**config.mk**
```make
export PLATFORM = sky130hd
export DESIGN_NAME = sumador_serie_ctrl
export DESIGN_NICKNAME = d
export VERILOG_FILES = /design/src/rtl/sumador_serie_ctrl.sv
export SDC_FILE = /design/constraint.sdc
export NUM_CORES = 1
export LEC_CHECK = 0
export CAP_MARGIN = 25
export CORE_MARGIN = 5
export CORE_UTILIZATION = 50
export CTS_BUF_LIST = sky130_fd_sc_hd__clkbuf_4
export CTS_CLUSTER_SIZE = 40
export DETAILED_ROUTE_END_ITERATION = 12
export HOLD_SLACK_MARGIN = 0.1
export PLACE_DENSITY_LB_ADDON = 0.25
export SLEW_MARGIN = 10
export SYNTH_ARGS = -nofsm -noshare
export SYNTH_HDL_FRONTEND = slang
export SYNTH_SLANG_ARGS = --single-unit
export TNS_END_PERCENT = 5
```
**constraint.sdc**
```tcl
create_clock -name clk -period 2.4 [get_ports clk]
set_input_delay 0.72 -clock clk [delete_from_list [all_inputs] [get_ports clk]]
set_output_delay 0.72 -clock clk [all_outputs]
set_load 0.01 [all_outputs]
```
**src/rtl/sumador_serie_ctrl.sv**
```systemverilog
// sumador_serie_ctrl: wide adder sequencer driving one external 4-bit adder, one nibble per clock
// Optional macro SUMADOR_SUB_EN adds the resta port for two's-complement subtraction.
module sumador_serie_ctrl #(
   parameter int NIBBLES = 4
) (
   input  logic                   clk,
   input  logic                   rst_n,
   input  logic                   start,
   input  logic [4*NIBBLES-1:0]   op_a,
   input  logic [4*NIBBLES-1:0]   op_b,
   input  logic                   cin,
`ifdef SUMADOR_SUB_EN
   input  logic                   resta,
`endif
   output logic                   busy,
   output logic                   done,
   output logic [4*NIBBLES-1:0]   sum,
   output logic                   cout,
   output logic [3:0]             s4_a,
   output logic [3:0]             s4_b,
   output logic                   s4_cin,
   input  logic [3:0]             s4_sum,
   input  logic                   s4_cout
);
   localparam int IW = NIBBLES > 1 ? $clog2(NIBBLES) : 1;
   localparam logic [IW-1:0] LAST = IW'(NIBBLES - 1);

   typedef enum logic [1:0] {IDLE, RUN, FIN} state_t;

   state_t               st;
   logic [IW-1:0]        idx;
   logic [4*NIBBLES-1:0] a_r, b_r, b_in;
   logic                 c_r, c_in;

`ifdef SUMADOR_SUB_EN
   assign b_in = resta ? ~op_b : op_b;
   assign c_in = resta | cin;
`else
   assign b_in = op_b;
   assign c_in = cin;
`endif

   assign s4_a   = st == RUN ? a_r[4*idx+:4] : 4'd0;
   assign s4_b   = st == RUN ? b_r[4*idx+:4] : 4'd0;
   assign s4_cin = st == RUN ? c_r : 1'b0;

   // Sequencer: accept in IDLE/FIN, one nibble per edge in RUN, done pulse in FIN
   always_ff @(posedge clk or negedge rst_n) begin
      if (!rst_n) begin
         st   <= IDLE;
         idx  <= '0;
         a_r  <= '0;
         b_r  <= '0;
         c_r  <= 1'b0;
         sum  <= '0;
         cout <= 1'b0;
         busy <= 1'b0;
         done <= 1'b0;
      end else begin
         case (st)
            IDLE, FIN: begin
               done <= 1'b0;
               if (start) begin
                  a_r  <= op_a;
                  b_r  <= b_in;
                  c_r  <= c_in;
                  idx  <= '0;
                  sum  <= '0;
                  busy <= 1'b1;
                  st   <= RUN;
               end else begin
                  st <= IDLE;
               end
            end
            RUN: begin
               sum[4*idx+:4] <= s4_sum;
               c_r           <= s4_cout;
               idx           <= idx + 1'b1;
               if (idx == LAST) begin
                  cout <= s4_cout;
                  busy <= 1'b0;
                  done <= 1'b1;
                  st   <= FIN;
               end
            end
            default: st <= IDLE;
         endcase
      end
   end
endmodule

```
==> impl_table.tex, run 1 <==
\begin{tabular}{lr}
\hline
Metric & Value \\
\hline
\multicolumn{2}{l}{\textbf{Status}} \\
\quad Result of the run & finished, violations left \\
\quad Violations in the final reports & negative setup slack \\
\multicolumn{2}{l}{\textbf{Critical path}} \\
\quad Largest fanout on the critical path & 2 \\
\quad Ordered list of cells on the worst path & buf\_6 > buf\_6 > mux4\_2 > and2\_1 > buf\_2 \\
\quad Element type at the critical path end & primary output \\
\quad Type of the worst setup path & flip-flop to primary output \\
\quad Cell type of the slowest stage on the worst timing path & sky130\_fd\_sc\_hd\_\_mux4\_2 \\
\quad Buf/Inv on CP & 3 \\
\quad Signal arrival time at the worst endpoint & 1.75 ns \\
\quad Setup crit start kind & flip-flop \\
\quad Slowest cell delay on critical path & roughly 0.48 ns \\
\quad Data required time at the worst endpoint & 1.68 ns \\
\quad Kind of cell adding the most delay to the critical path & multiplexers \\
\quad Cell mode on critical path & sky130\_fd\_sc\_hd\_\_buf\_6 \\
\multicolumn{2}{l}{\textbf{Cells and area}} \\
\quad Commonest non-fill, non-tap cells in the layout & sky130\_fd\_sc\_hd\_\_nand2\_1, sky130\_fd\_sc\_hd\_\_clkdlybuf4s50\_1, sky130\_fd\_sc\_hd\_\_dfrtp\_1 \\
\quad Antenna diodes & 0 \\
\quad Number of standard cells in the final layout excluding fillers & 391 \\
\quad Fraction of layout instances using a drive strength above 1 & 0.162 \\
\quad Commonest non-fill, non-tap cell in the layout & sky130\_fd\_sc\_hd\_\_nand2\_1 \\
\quad Layout-stage area growth over the synthesis result & 34.8\% \\
\quad Number of nets in the final layout & 366 \\
\multicolumn{2}{l}{\textbf{Synth}} \\
\quad Async set or reset register ratio after synthesis & 1.00 \\
\quad Mux share of post-synthesis cell area & 0.0811 \\
\quad Post-Synthesis Cells & 243 \\
\quad Flip-flop and latch count after synthesis & 56 \\
\quad Dominant combinational cell family by area after synthesis & simple AND/OR/NAND/NOR gates \\
\quad Number of enable-type register cells in the synthesized netlist & 0 \\
\quad Synthesized net count & 289 \\
\quad Arithmetic-cell share of the synthesized area counting full adders, half adders and majority gates & 0.0246 \\
\quad Count of yosys warnings during synthesis & 0 \\
\quad Post-synthesis xor/xnor area fraction & 0 \\
\quad Synthesized area per cell & between 10 and 15 µm² \\
\quad Sequential element share of the synthesized area & 0.550 \\
\quad Cell variety after synth & 28 \\
\quad Synth Flop Type & sky130\_fd\_sc\_hd\_\_dfrtp\_1 \\
\quad Post-synthesis instance area & 2550 µm² \\
\quad Synth Area in Simple Gates & 0.237 \\
\quad Fraction of the mapped netlist area in compound gates & 0.0703 \\
\multicolumn{2}{l}{\textbf{Die}} \\
\quad Boundary pin count & slightly below 70 \\
\quad Overall die area & 6620 µm² \\
\quad Die width & slightly above 80 µm \\
\quad Die H & 81.4 µm \\
\quad Starting utilization of the core area & 0.505 \\
\quad Placeable core region & approximately 5000 µm² \\
\quad Row cnt & 26 \\
\multicolumn{2}{l}{\textbf{STA}} \\
\quad Slew headroom & 0.624 \\
\quad Hold Fails Final Rpt & 0 \\
\quad Highest Clock Rate & 405 MHz \\
\quad Final setup violating endpoints & 6 \\
\quad Post-Route Skew & 0.00437 ns \\
\quad Period minus WS final & 2.47 ns \\
\quad Final Cycle Share & 1.03 \\
\quad Transition time of the tightest slew-check pin & 0.564 ns \\
\quad Setup slack after layout & -0.0717 ns \\
\quad Unrepaired setup endpoints after global routing & yes \\
\quad Final number of max-transition violations & 0 \\
\multicolumn{2}{l}{\textbf{Clock tree}} \\
\quad Root buffer cell & sky130\_fd\_sc\_hd\_\_clkbuf\_4 \\
\quad Clock tree from TritonCTS & done \\
\quad Clock Pin Slew Worst Setup and Hold Paths & approximately 0.15 ns \\
\quad Total number of clock tree sinks & 56 \\
\quad Number of buffers on the longest clock path & 2 \\
\quad Level count of the clock H-tree & 2 \\
\quad Total CTS buffers & 5 \\
\quad Skew-Pair Late Insertion Delay & around 0.38 ns \\
\multicolumn{2}{l}{\textbf{Route}} \\
\quad Mean number of vias per cell & $\sim$5 \\
\quad Total via count after detailed routing & 1924 \\
\quad Residual antenna-violating net count after detailed routing & 0 \\
\quad First DRT Iteration DRCs & 105 \\
\quad Remaining DRCs & 0 \\
\quad Total wire length after detailed routing & 5.68 mm \\
\quad WL per Instance & $\sim$15 µm \\
\quad Initial DRT Pass Iterations & 4 \\
\multicolumn{2}{l}{\textbf{Global routing}} \\
\quad Initial antenna violation count & 0 \\
\quad Global-route wire length before repair & about 9.4 mm \\
\quad Residual overflow from global routing & 0 \\
\quad Largest net degree at the start of global routing & 34 \\
\quad All-layer global routing usage & 0.188 \\
\quad Via count of the first global-routing pass & 2020 \\
\multicolumn{2}{l}{\textbf{Power and ir drop}} \\
\quad Cell Pwr Density & 1180 nW/µm² \\
\quad Cell leakage power & 1.65 nW \\
\quad Maximum vdd ir drop & 0.683 mV \\
\multicolumn{2}{l}{\textbf{Placed design}} \\
\quad Number of placed instances with taps included & 380 \\
\quad Port bufs & 68 \\
\quad Hpwl dp & just over 4 mm \\
\quad Routability-driven placement congestion ratio & just over 0.8 \\
\quad Worst setup timing slack at the placement stage & -0.0651 ns \\
\multicolumn{2}{l}{\textbf{Run}} \\
\quad Max-Cap Viols & 0 \\
\multicolumn{2}{l}{\textbf{Min path}} \\
\quad Class of the worst hold path & input port to asynchronous set/reset pin \\
\hline
\end{tabular}
flip-flops by register name, indices dropped and copies added (netlist names):
signal,count
a_r,16
b_r,16
sum,16
done,1
c_r,1
idx,2
st,2
cout,1
busy,1
cells in the mapped netlist, drive strengths merged (2+ instances only):
cell type | count | area [µm²]
nand2 | 106 | 398
dfrtp | 56 | 1400
a22o | 12 | 105
and2 | 9 | 56.3
buf | 9 | 66.3
mux4 | 8 | 195
o21ai | 6 | 30.0
ha | 5 | 62.6
nand3 | 5 | 25.0
clkbuf | 4 | 15.0
a21oi | 3 | 15.0
inv | 3 | 11.3
nand2b | 3 | 21.3
nor2 | 2 | 7.51
nor2b | 2 | 12.5
nor4b | 2 | 47.6
logic make-up after synthesis:
logic type,Yosys count
AOI/OAI and AO/OA,25
adders and majority gates,5
buffers and inverters,16
DFF,56
muxes,9
and+or+nand+nor,132
metal layers:
metal | vias up | global-route usage | part of all wire
li1 | 952 | - | -
met1 | 916 | 0.233 | 0.44
met2 | 47 | 0.317 | 0.49
met3 | 9 | 0.0421 | 0.052
met4 | 0 | 0.0777 | 0.018
met5 | - | 0 | 0
per-stage QoR:
step	hold slack (ns)	power, mW	TNS [ns]	cell area (µm²)	util
2_1_floorplan	0.424	2.71	0	2550	-
3_3_place_gp	0.451	3.41	-0.0323	3330	0.661
3_5_place_dp	0.455	3.47	-0.172	3330	0.661
4_1_cts	0.320	3.95	-0.528	3400	0.674
5_1_grt	0.326	4.35	-0.942	3430	0.681
6_report	0.303	4.05	-0.328	3430	0.681
area by class of cell:
| class | count | area (µm²) |
|---|---|---|
| timing repair buffer | 83 | 800 |
| tap | 70 | 87.6 |
| inverter | 3 | 11.3 |
| clock inverter | 2 | 35.0 |
| sequential | 56 | 1400 |
| fill | 410 | 1610 |
| clock buffer | 6 | 45.0 |
| multi-input combinational | 171 | 1050 |
final timing paths:
check	endpoint	slack (ns)	startpoint	depth (start not counted)
min in group clk	b_r[13]	0.50	b_r[13]	2
max in group asynchronous	st[0]	1.53	rst_n	2
setup reg to reg	sum[12]	0.51	idx[0]	7
hold / removal	b_r[6]	0.30	rst_n	1
setup / recovery	s4_b[3]	-0.07	idx[0]	5
hold reg to reg	b_r[13]	0.50	b_r[13]	2
what timing repair did:
item / in CTS / in global routing
setup buffers: 4 / 0
pin swaps: 2 / 6
gates resized for setup: 41 / 10
hold buffers: 0 / 0
endpoints found under the hold margin: 0 / 0
setup endpoints to repair: 9 / 8
worst reg2reg max path, cell delays in order (launching register included):
cell and delay, ns:
sky130_fd_sc_hd__dfrtp_1 0.43, sky130_fd_sc_hd__buf_6 0.14, sky130_fd_sc_hd__buf_4 0.12, sky130_fd_sc_hd__buf_4 0.15, sky130_fd_sc_hd__inv_1 0.11, sky130_fd_sc_hd__ha_1 0.32, sky130_fd_sc_hd__nor4_4 0.39, sky130_fd_sc_hd__a22o_1 0.19
report_power, final:
group	internal, mW	switching (mW)	total (mW)
Clock	0.230	0.289	0.519
Sequential	1.31	0.201	1.52
Combinational	1.06	0.962	2.02
Total	2.60	1.45	4.05
Power figures use the tool's default switching activity.
==> run 2: changes to the inputs <==
--- a/config.mk
+++ b/config.mk
@@ -6,8 +6,10 @@
 export NUM_CORES = 1
 export LEC_CHECK = 0
 export CAP_MARGIN = 25
-export CORE_MARGIN = 5
-export CORE_UTILIZATION = 50
+export CELL_PAD_IN_SITES_DETAIL_PLACEMENT = 0
+export CELL_PAD_IN_SITES_GLOBAL_PLACEMENT = 1
+export CORE_MARGIN = 2
+export CORE_UTILIZATION = 38
 export CTS_BUF_LIST = sky130_fd_sc_hd__clkbuf_4
 export CTS_CLUSTER_SIZE = 40
 export DETAILED_ROUTE_END_ITERATION = 12
==> impl_table.tex, run 2 (synthesis gave the netlist of run 1 again) <==
\begin{tabular}{lr}
\hline
Metric & Value \\
\hline
\multicolumn{2}{l}{\textbf{Status}} \\
\quad Result of the run & finished, violations left (unchanged) \\
\quad Violations in the final reports & design-rule violations (was negative setup slack) \\
\multicolumn{2}{l}{\textbf{Placed design}} \\
\quad Port bufs & 68 (unchanged) \\
\quad Worst setup timing slack at the placement stage & -0.0106 ns (was -0.0651 ns) \\
\quad Area after detailed placement & 3350 µm² (was 3330 µm²) \\
\quad Hpwl dp & 3.98 mm (was 4.13 mm) \\
\quad Number of placed instances with taps included & 386 (was 380) \\
\quad Routability-driven placement congestion ratio & 0.729 (was 0.820) \\
\multicolumn{2}{l}{\textbf{Clock tree}} \\
\quad Clock tree from TritonCTS & done (unchanged) \\
\quad Level count of the clock H-tree & 2 (unchanged) \\
\quad CTS hold repair buffers & 0 (unchanged) \\
\quad Skew-Pair Late Insertion Delay & 0.37 ns (was 0.38 ns) \\
\quad Root buffer cell & sky130\_fd\_sc\_hd\_\_clkbuf\_4 (unchanged) \\
\quad Total CTS buffers & 5 (unchanged) \\
\quad Total number of clock tree sinks & 56 (unchanged) \\
\quad Number of buffers on the longest clock path & 2 (unchanged) \\
\quad Clock Pin Slew Worst Setup and Hold Paths & 0.16 ns (was 0.15 ns) \\
\multicolumn{2}{l}{\textbf{Critical path}} \\
\quad Signal arrival time at the worst endpoint & 1.67 ns (was 1.75 ns) \\
\quad Worst r2r src & idx[0] (unchanged) \\
\quad Logic depth of the worst register-to-register path & 6 (was 7) \\
\quad Largest fanout on the critical path & 5 (was 2) \\
\quad Element type at the critical path end & primary output (unchanged) \\
\quad Type of the worst setup path & flip-flop to primary output (unchanged) \\
\quad Worst-case register-to-register setup slack & 0.62 ns (was 0.51 ns) \\
\quad FF-to-FF End & sum[12] (unchanged) \\
\quad Setup crit start kind & flip-flop (unchanged) \\
\quad Data required time at the worst endpoint & 1.68 ns (about the same) \\
\multicolumn{2}{l}{\textbf{Die}} \\
\quad Boundary pin count & 69 (unchanged) \\
\quad Die width & 85.9 µm (was 81.4 µm) \\
\quad Row cnt & 29 (was 26) \\
\quad Starting utilization of the core area & 0.396 (was 0.505) \\
\quad Die H & 85.9 µm (was 81.4 µm) \\
\quad Overall die area & 7370 µm² (was 6620 µm²) \\
\quad Placeable core region & 6420 µm² (was 5040 µm²) \\
\multicolumn{2}{l}{\textbf{Cells and area}} \\
\quad Antenna diodes & 0 (unchanged) \\
\quad Fraction of layout instances using a drive strength above 1 & 0.158 (was 0.162) \\
\quad Final design instance area without fill & 3450 µm² (was 3430 µm²) \\
\quad Finished Core Util & 0.537 (was 0.681) \\
\quad Area used by sequential logic in the layout & 1400 µm² (about the same) \\
\quad Commonest non-fill, non-tap cell in the layout & sky130\_fd\_sc\_hd\_\_nand2\_1 (unchanged) \\
\quad Number of standard cells in the final layout excluding fillers & 393 (was 391) \\
\quad Number of nets in the final layout & 363 (was 366) \\
\quad Commonest non-fill, non-tap cells in the layout & sky130\_fd\_sc\_hd\_\_nand2\_1, sky130\_fd\_sc\_hd\_\_clkdlybuf4s50\_1, sky130\_fd\_sc\_hd\_\_dfrtp\_1 (unchanged) \\
\quad Leading registers by flop count & a\_r x16, b\_r x16, sum x16 (unchanged) \\
\quad Footprint of the multi-input gates & 1060 µm² (was 1050 µm²) \\
\quad Layout-stage area growth over the synthesis result & 35.3\% (was 34.8\%) \\
\quad Final-layout fill cell count & 612 (was 410) \\
\multicolumn{2}{l}{\textbf{STA}} \\
\quad Slew headroom & 0.656 (was 0.624) \\
\quad Final Cycle Share & 0.997 (was 1.03) \\
\quad Final number of max-transition violations & 0 (unchanged) \\
\quad Setup tns final & 0 ns (was -0.328 ns) \\
\quad Post-Route Skew & 0.0140 ns (was 0.00437 ns) \\
\quad Hold Fails Final Rpt & 0 (unchanged) \\
\quad Period minus WS final & 2.39 ns (was 2.47 ns) \\
\quad Transition time of the tightest slew-check pin & 0.515 ns (was 0.564 ns) \\
\quad Unrepaired setup endpoints after global routing & yes (unchanged) \\
\quad Highest Clock Rate & 418 MHz (was 405 MHz) \\
\quad Final setup violating endpoints & 0 (was 6) \\
\quad Setup slack after layout & 0.00707 ns (was -0.0717 ns) \\
\multicolumn{2}{l}{\textbf{Global routing}} \\
\quad Initial antenna violation count & 0 (unchanged) \\
\quad All-layer global routing usage & 0.163 (was 0.188) \\
\quad Via count of the first global-routing pass & 1988 (was 2020) \\
\quad Largest net degree at the start of global routing & 57 (was 34) \\
\quad Residual overflow from global routing & 0 (unchanged) \\
\quad Global-route wire length before repair & 9.46 mm (was 9.36 mm) \\
\multicolumn{2}{l}{\textbf{Route}} \\
\quad Residual antenna-violating net count after detailed routing & 0 (unchanged) \\
\quad Mean number of vias per cell & 4.88 (was 4.92) \\
\quad Total via count after detailed routing & 1918 (was 1924) \\
\quad WL per Instance & 14.3 µm (was 14.5 µm) \\
\quad Initial DRT Pass Iterations & 10 (was 4) \\
\quad First DRT Iteration DRCs & 69 (was 105) \\
\quad Remaining DRCs & 2 (was 0) \\
\quad Total wire length after detailed routing & 5.64 mm (was 5.68 mm) \\
\multicolumn{2}{l}{\textbf{Power and ir drop}} \\
\quad Cell leakage power & 1.64 nW (was 1.65 nW) \\
\quad Maximum vdd ir drop & 0.404 mV (was 0.683 mV) \\
\quad Cell Pwr Density & 1190 nW/µm² (was 1180 nW/µm²) \\
\multicolumn{2}{l}{\textbf{Min path}} \\
\quad Class of the worst hold path & input port to asynchronous set/reset pin (unchanged) \\
\multicolumn{2}{l}{\textbf{Run}} \\
\quad Max-Cap Viols & 0 (unchanged) \\
\hline
\end{tabular}
## run 2: cell count changes in the layout (fill, tap and decap cells not counted), moves of 2 or more
| cell | delta |
|---|---|
| sky130_fd_sc_hd__and2_1 | -4 |
| sky130_fd_sc_hd__and2_4 | +4 |
| sky130_fd_sc_hd__buf_2 | -4 |
| sky130_fd_sc_hd__buf_4 | -2 |
| sky130_fd_sc_hd__buf_6 | +2 |
## run 2: worst max path at each step
stage | startpoint | to | slack, ns | depth (start not counted)
CTS | idx[0] | s4_b[2] | -0.04 | 4
global route | idx[0] | s4_a[2] | -0.07 | 4
finish | idx[0] | s4_a[1] | 0.007 | 4
floorplan | idx[0] | s4_a[2] | 0.40 | 4
detailed placement | idx[0] | s4_a[1] | -0.01 | 4
global placement | idx[0] | s4_a[3] | 0.01 | 4
## run 2: through the flow
stage / power [mW] / hold WS (ns)
2_1_floorplan: 2.71 / 0.424
3_3_place_gp: 3.45 / 0.451
3_5_place_dp: 3.48 / 0.454
4_1_cts: 4.07 / 0.315
5_1_grt: 4.42 / 0.305
6_report: 4.09 / 0.305
## run 2: cell type report
type                       count  share of cell area
clock buffer                   5              0.0109
sequential                    56               0.407
clock inverter                 1             0.00871
inverter                       3             0.00327
timing repair buffer          80               0.234
multi-input combinational    171               0.308
tap                           77              0.0280
## run 2: layer usage
layer  routed length, µm  up-vias  global-route usage  share of wire
li1                    -      950                   -              -
met1                2640      918               0.225           0.47
met2                2660       46               0.256           0.47
met3                 288        4              0.0443          0.051
met4                  41        0              0.0447         0.0073
met5                   0        -                   0              0
## run 2: report_power, final
part           internal (mW)  switching [mW]
combinational           1.13           0.961
clock                  0.209           0.277
sequential              1.31           0.206
total                   2.65            1.44
## run 2: timing repair
| action | 4_1_cts | 5_1_grt |
|---|---|---|
| setup endpoints to repair | 9 | 8 |
| endpoints found under the hold margin | 0 | 0 |
| gates resized for setup | 52 | 5 |
| pin swaps | 7 | 1 |
| buffers inserted | 1 | 0 |
## run 2: worst max-delay path: stages (launching register included)
cell and delay (ns):
sky130_fd_sc_hd__dfrtp_1 0.41, sky130_fd_sc_hd__buf_6 0.15, sky130_fd_sc_hd__mux4_2 0.49, sky130_fd_sc_hd__and2_4 0.15
sky130_fd_sc_hd__buf_6 0.11
==> RTL edit 1: new RTL, settings of run 1 <==
Add an input register stage for `start`, `op_a`, `s4_sum` and `s4_cout`, with the module's reset; this delays them by one clock. The other inputs are not delayed to match.
--- a/src/rtl/sumador_serie_ctrl.sv
+++ b/src/rtl/sumador_serie_ctrl.sv
@@ -26,6 +26,25 @@
    localparam logic [IW-1:0] LAST = IW'(NIBBLES - 1);
 
    typedef enum logic [1:0] {IDLE, RUN, FIN} state_t;
+
+   logic start_q;
+   logic [4*NIBBLES-1:0] op_a_q;
+   logic [3:0] s4_sum_q;
+   logic s4_cout_q;
+
+   always_ff @(posedge clk or negedge rst_n) begin
+      if (!rst_n) begin
+         start_q   <= '0;
+         op_a_q    <= '0;
+         s4_sum_q  <= '0;
+         s4_cout_q <= '0;
+      end else begin
+         start_q   <= start;
+         op_a_q    <= op_a;
+         s4_sum_q  <= s4_sum;
+         s4_cout_q <= s4_cout;
+      end
+   end
 
    state_t               st;
    logic [IW-1:0]        idx;
@@ -60,8 +79,8 @@
          case (st)
             IDLE, FIN: begin
                done <= 1'b0;
-               if (start) begin
-                  a_r  <= op_a;
+               if (start_q) begin
+                  a_r  <= op_a_q;
                   b_r  <= b_in;
                   c_r  <= c_in;
                   idx  <= '0;
@@ -73,11 +92,11 @@
                end
             end
             RUN: begin
-               sum[4*idx+:4] <= s4_sum;
-               c_r           <= s4_cout;
+               sum[4*idx+:4] <= s4_sum_q;
+               c_r           <= s4_cout_q;
                idx           <= idx + 1'b1;
                if (idx == LAST) begin
-                  cout <= s4_cout;
+                  cout <= s4_cout_q;
                   busy <= 1'b0;
                   done <= 1'b1;
                   st   <= FIN;
Check against the original RTL: not equivalent (a bounded check fails within 4 cycles, from zero or initial values and one cycle with rst_n low).
==> RTL edit 1 against run 1 <==
Setup slack got worse by 0.050 ns; critical path type unchanged; highest routed layer unchanged; critical path depth stayed put; the run still ends with setup timing left; cell area increased by 17%; clock power grew 59%; sequential cell count is 22 higher; core utilization down 0.29 points; area after synthesis is 19% higher; total power is 17% higher; synthesized cell count up 4.9%; wire length up 13%.
==> RTL edit 1: results (changes against run 1) <==
metric;value;unit;change
post-synthesis cell type count;27;;-3.6%
setup TNS;-0.689;ns;-0.362 ns
Clock Latency Late Sink;0.41;ns;+0.03 ns
WL/cell;15.4;um;+6.0%
area post-placement;0.00385;mm^2;+16%
Layout clock area frac;3.77;%;+1.4 points
Reg clk slew, reported paths;0.11;ns;-0.04 ns
peak supply drop;0.000816;V;+20%
Fill cells;482;;+18%
dominant cells by area after synthesis;dfrtp_1 (64%), nand2_1 (13%), a22o_1 (4.6%);;
Synth Net Count;301;;+4.2%
worst setup margin;-0.122;ns;-0.0500 ns
adder-cell share of the synthesized area;2.06;%;-0.40 points
Num Clock Sinks;78;;+39%
pin count of the biggest net entering global routing;51;;+50%
initial drt markers;84;;-20%
Detail Placement HPWL;4610;um;+12%
#MultiIn Comb;163;;-4.7%
GRT Util Overall;17.8;%;-1.0 points
CP Data Arrival Time;1.80;ns;+0.05 ns
TritonCTS Buffers;9;;+4
leakage;0.00192;uW;+17%
sequential area share after synthesis;64.3;%;+9.2 points
CLK BUF;10;;+4
failing checks;setup timing;;
vias in the first global route;2170;;+7.4%
relative slew slack;74.5;%;+12 points
layout cells sized above 1;15.5;%;-0.66 points
Non-Clock Buffer Area Fraction;19.6;%;-3.7 points
multi-input combinational area share;25.4;%;-5.2 points
setup violators final;8;;+2
Synth top cells by count;nand2_1 (102), dfrtp_1 (78), a22o_1 (16), and2_1 (9), buf_2 (6);;
post-synthesis compound-gate area fraction;6.55;%;-0.48 points
first-pass GRT wire length;10200;um;+9.1%
Placer Congestion;0.774;;-5.6%
Via Count;2098;;+9.0%
status;finished with violations;;
Placed Cells;398;;+4.7%
non-clock buffer count;81;;-2.4%
final net count;382;;+4.4%
Setup Fix Bufs, Post-CTS;2;;-2
## RTL edit 1: changes by cell type in the layout (fill, tap and decap cells not counted), sizes merged, moves of 2 or more
cell,change
a22o,+4
buf,-2
clkbuf,+4
clkinv,+3
dfrtp,+22
nand2,-4
nand3,-4
o21ai,-4
## RTL edit 1: per-layer routing
layer	vias to the layer above	track usage, %	wire, um	part of all wire [%]
li1	1000	-	-	-
met1	1039	21.1	2530	40
met2	55	30.8	3480	54
met3	4	6.21	364	5.7
met4	0	5.02	29	0.45
met5	-	0	0	0
## RTL edit 1: path summary, 6_finish.rpt
kind	cells past startpoint	slack, ns	endpoint
max in group asynchronous	2	1.60	a_r[8]
min in group clk	2	0.45	a_r[12]
worst max register to register	9	0.31	sum[13]
worst min-delay path	1	0.21	busy
worst max-delay path	5	-0.12	s4_a[3]
worst min register to register	2	0.45	a_r[12]
==> RTL edit 2: new RTL, settings of run 1 <==
Made on the original files. Set the parameter `NIBBLES` to 8 (it was 4).
--- a/src/rtl/sumador_serie_ctrl.sv
+++ b/src/rtl/sumador_serie_ctrl.sv
@@ -1,7 +1,7 @@
 // sumador_serie_ctrl: wide adder sequencer driving one external 4-bit adder, one nibble per clock
 // Optional macro SUMADOR_SUB_EN adds the resta port for two's-complement subtraction.
 module sumador_serie_ctrl #(
-   parameter int NIBBLES = 4
+   parameter int NIBBLES = 8
 ) (
    input  logic                   clk,
    input  logic                   rst_n,
Interface: changed (resized op_a, op_b and sum); port bits go from 69 to 117. The function was not compared with the original's and may differ.
==> RTL edit 2 against run 1 <==
The run still ends with setup timing left; combinational power grew 100%; clock skew grew 0.016 ns; first-iteration DRC count grew 72%; worst hold slack lost 0.14 ns; sequential cell count grew 49; area after synthesis grew 91%; cell area grew 88%; total power grew 97%; setup slack lost 0.077 ns; non-clock buffer count grew 51; wire length grew 100%; clock power grew 85%.
==> RTL edit 2: results (changes against run 1) <==
metric;value;unit;change
HP Class;input port to asynchronous set/reset pin;;
Clock Latency Late Sink;0.45;ns;+0.07 ns
Max Clock Skew;0.0200;ns;+0.0157 ns
Synth Net Count;578;;+100%
antenna violations before repair;0;;unchanged
Ys Warns;0;;unchanged
worst setup margin;-0.149;ns;-0.0774 ns
WL/cell;15.3;um;+5.1%
Root Buffer;clkbuf_4;;
area post-placement;0.00624;mm^2;+87%
slowest CP cell;dfrtp_2;;
post-synthesis cell type count;31;;+11%
Placer Congestion;0.768;;-6.3%
Synth top cells by count;nand2_1 (234), dfrtp_1 (105), mux2i_1 (64), a22oi_1 (16), buf_2 (14);;
TritonCTS Buffers;9;;+4
layout cells sized above 1;11.1;%;-5.1 points
final net count;694;;+90%
Max stage delay on crit path;0.48;ns;about the same
IO buf count;116;;+71%
GRT Util Overall;20.3;%;+1.4 points
CP Data Arrival Time;1.83;ns;+0.08 ns
status;finished with violations;;
first-pass GRT wire length;18800;um;+100%
Avg Inst Size Synth;9.73;um^2;-7.1%
Reg clk slew, reported paths;0.17;ns;+0.02 ns
H-Tree Depth;3;;+1
Top FF cell, synth;dfrtp_1;;
failing checks;setup timing;;
setup violators final;8;;+2
vias in the first global route;3833;;+90%
Fill cells;834;;+100%
Slew @ Worst Pin;0.458;ns;-0.105 ns
Largest regs;a_r x32, b_r x32, sum x32;;
Via-to-Cell Ratio;5.05;;+2.7%
Detail Placement HPWL;8450;um;+100%
clock buffer depth;2;;unchanged
dominant cells by area after synthesis;dfrtp_1 (54%), nand2_1 (18%), mux2i_1 (13%);;
initial drt markers;181;;+72%
Top Family by Delay on Critical Path;flip-flops;;
FFs w/ async S/R, synth;100;%;unchanged
leakage;0.00324;uW;+96%
pin count of the biggest net entering global routing;59;;+74%
CP max FO;16;;+14
1st-pass router iterations;4;;unchanged
Placed Cells;737;;+94%
sequential area share after synthesis;54.0;%;-1.0 points
number of diodes;0;;unchanged
peak supply drop;0.000577;V;-15%
drt total wl;11500;um;+100%
==> RTL edit 2: changes by cell type in the layout (fill, tap and decap cells not counted), moves of 12 or more <==
cell	delta
nand2_1	+128
dfrtp_1	+49
a22oi_1	+16
a22o_1	-12
clkdlybuf4s50_1	+48
mux2i_1	+56
==> RTL edit 2: final timing paths <==
kind	cells after the start	start	endpoint	slack (ns)
worst min register to register	2	b_r[30]	b_r[30]	0.49
worst min-delay path	1	rst_n	sum[14]	0.16
min in group clk	2	b_r[30]	b_r[30]	0.49
worst max-delay path	5	idx[0]	s4_b[0]	-0.15
worst max register to register	8	idx[0]	sum[9]	0.14
max in group asynchronous	2	rst_n	cout	1.65
==> RTL edit 2: area by class of cell <==
type,instances,area (um^2),share of cell area (%)
clock buffer,9,67.6,1.05
clock inverter,7,85.1,1.32
inverter,8,30.0,0.466
multi-input combinational,358,2140,33.2
sequential,105,2630,40.8
tap,133,166,2.58
timing repair buffer,134,1320,20.5
==> RTL edit 2: power breakdown <==
group / switching [uW] / leakage (uW) / internal [uW]
Sequential: 463 / 0.00133 / 2540
Combinational: 2030 / 0.00183 / 2000
Clock: 622 / 0.0000766 / 338
==> RTL edit 2: kinds of logic (layout without fill, tap and decap cells) <==
logic type,count (synthesis),in the layout,share of synthesized area (%)
flip-flops,105,105,54.0
AND/OR/NAND/NOR,265,265,24.0
buffers and inverters,37,158,3.91
adder cells (fa/ha/maj),5,5,1.29
multiplexers,65,65,13.4
AO/OA/AOI/OAI,23,23,3.42
==> RTL edit 2: routing by layer <==
metal	vias to the layer above	track usage (%)	wire [um]
met4	0	5.41	151
met5	-	0	0
met3	11	4.03	631
met2	104	32.3	5510
met1	1840	28.5	5220
li1	1855	-	-
==> RTL edit 2: per-stage QoR <==
| step | util (%) | setup slack (ns) | setup TNS [ns] |
|---|---|---|---|
| 6_report | 66.8 | -0.149 | -0.897 |
| 3_3_place_gp | 64.7 | -0.0703 | -0.479 |
| 2_1_floorplan | - | 0.326 | 0 |
| 5_1_grt | 66.8 | -0.234 | -1.65 |
| 4_1_cts | 66.5 | -0.148 | -1.01 |
| 3_5_place_dp | 64.7 | -0.0891 | -0.668 |
==> RTL edit 2: timing repair <==
item                       CTS  global route
resized for setup           53             6
pin swaps                   13             4
setup endpoints to repair   15            20
buffers inserted             3             0
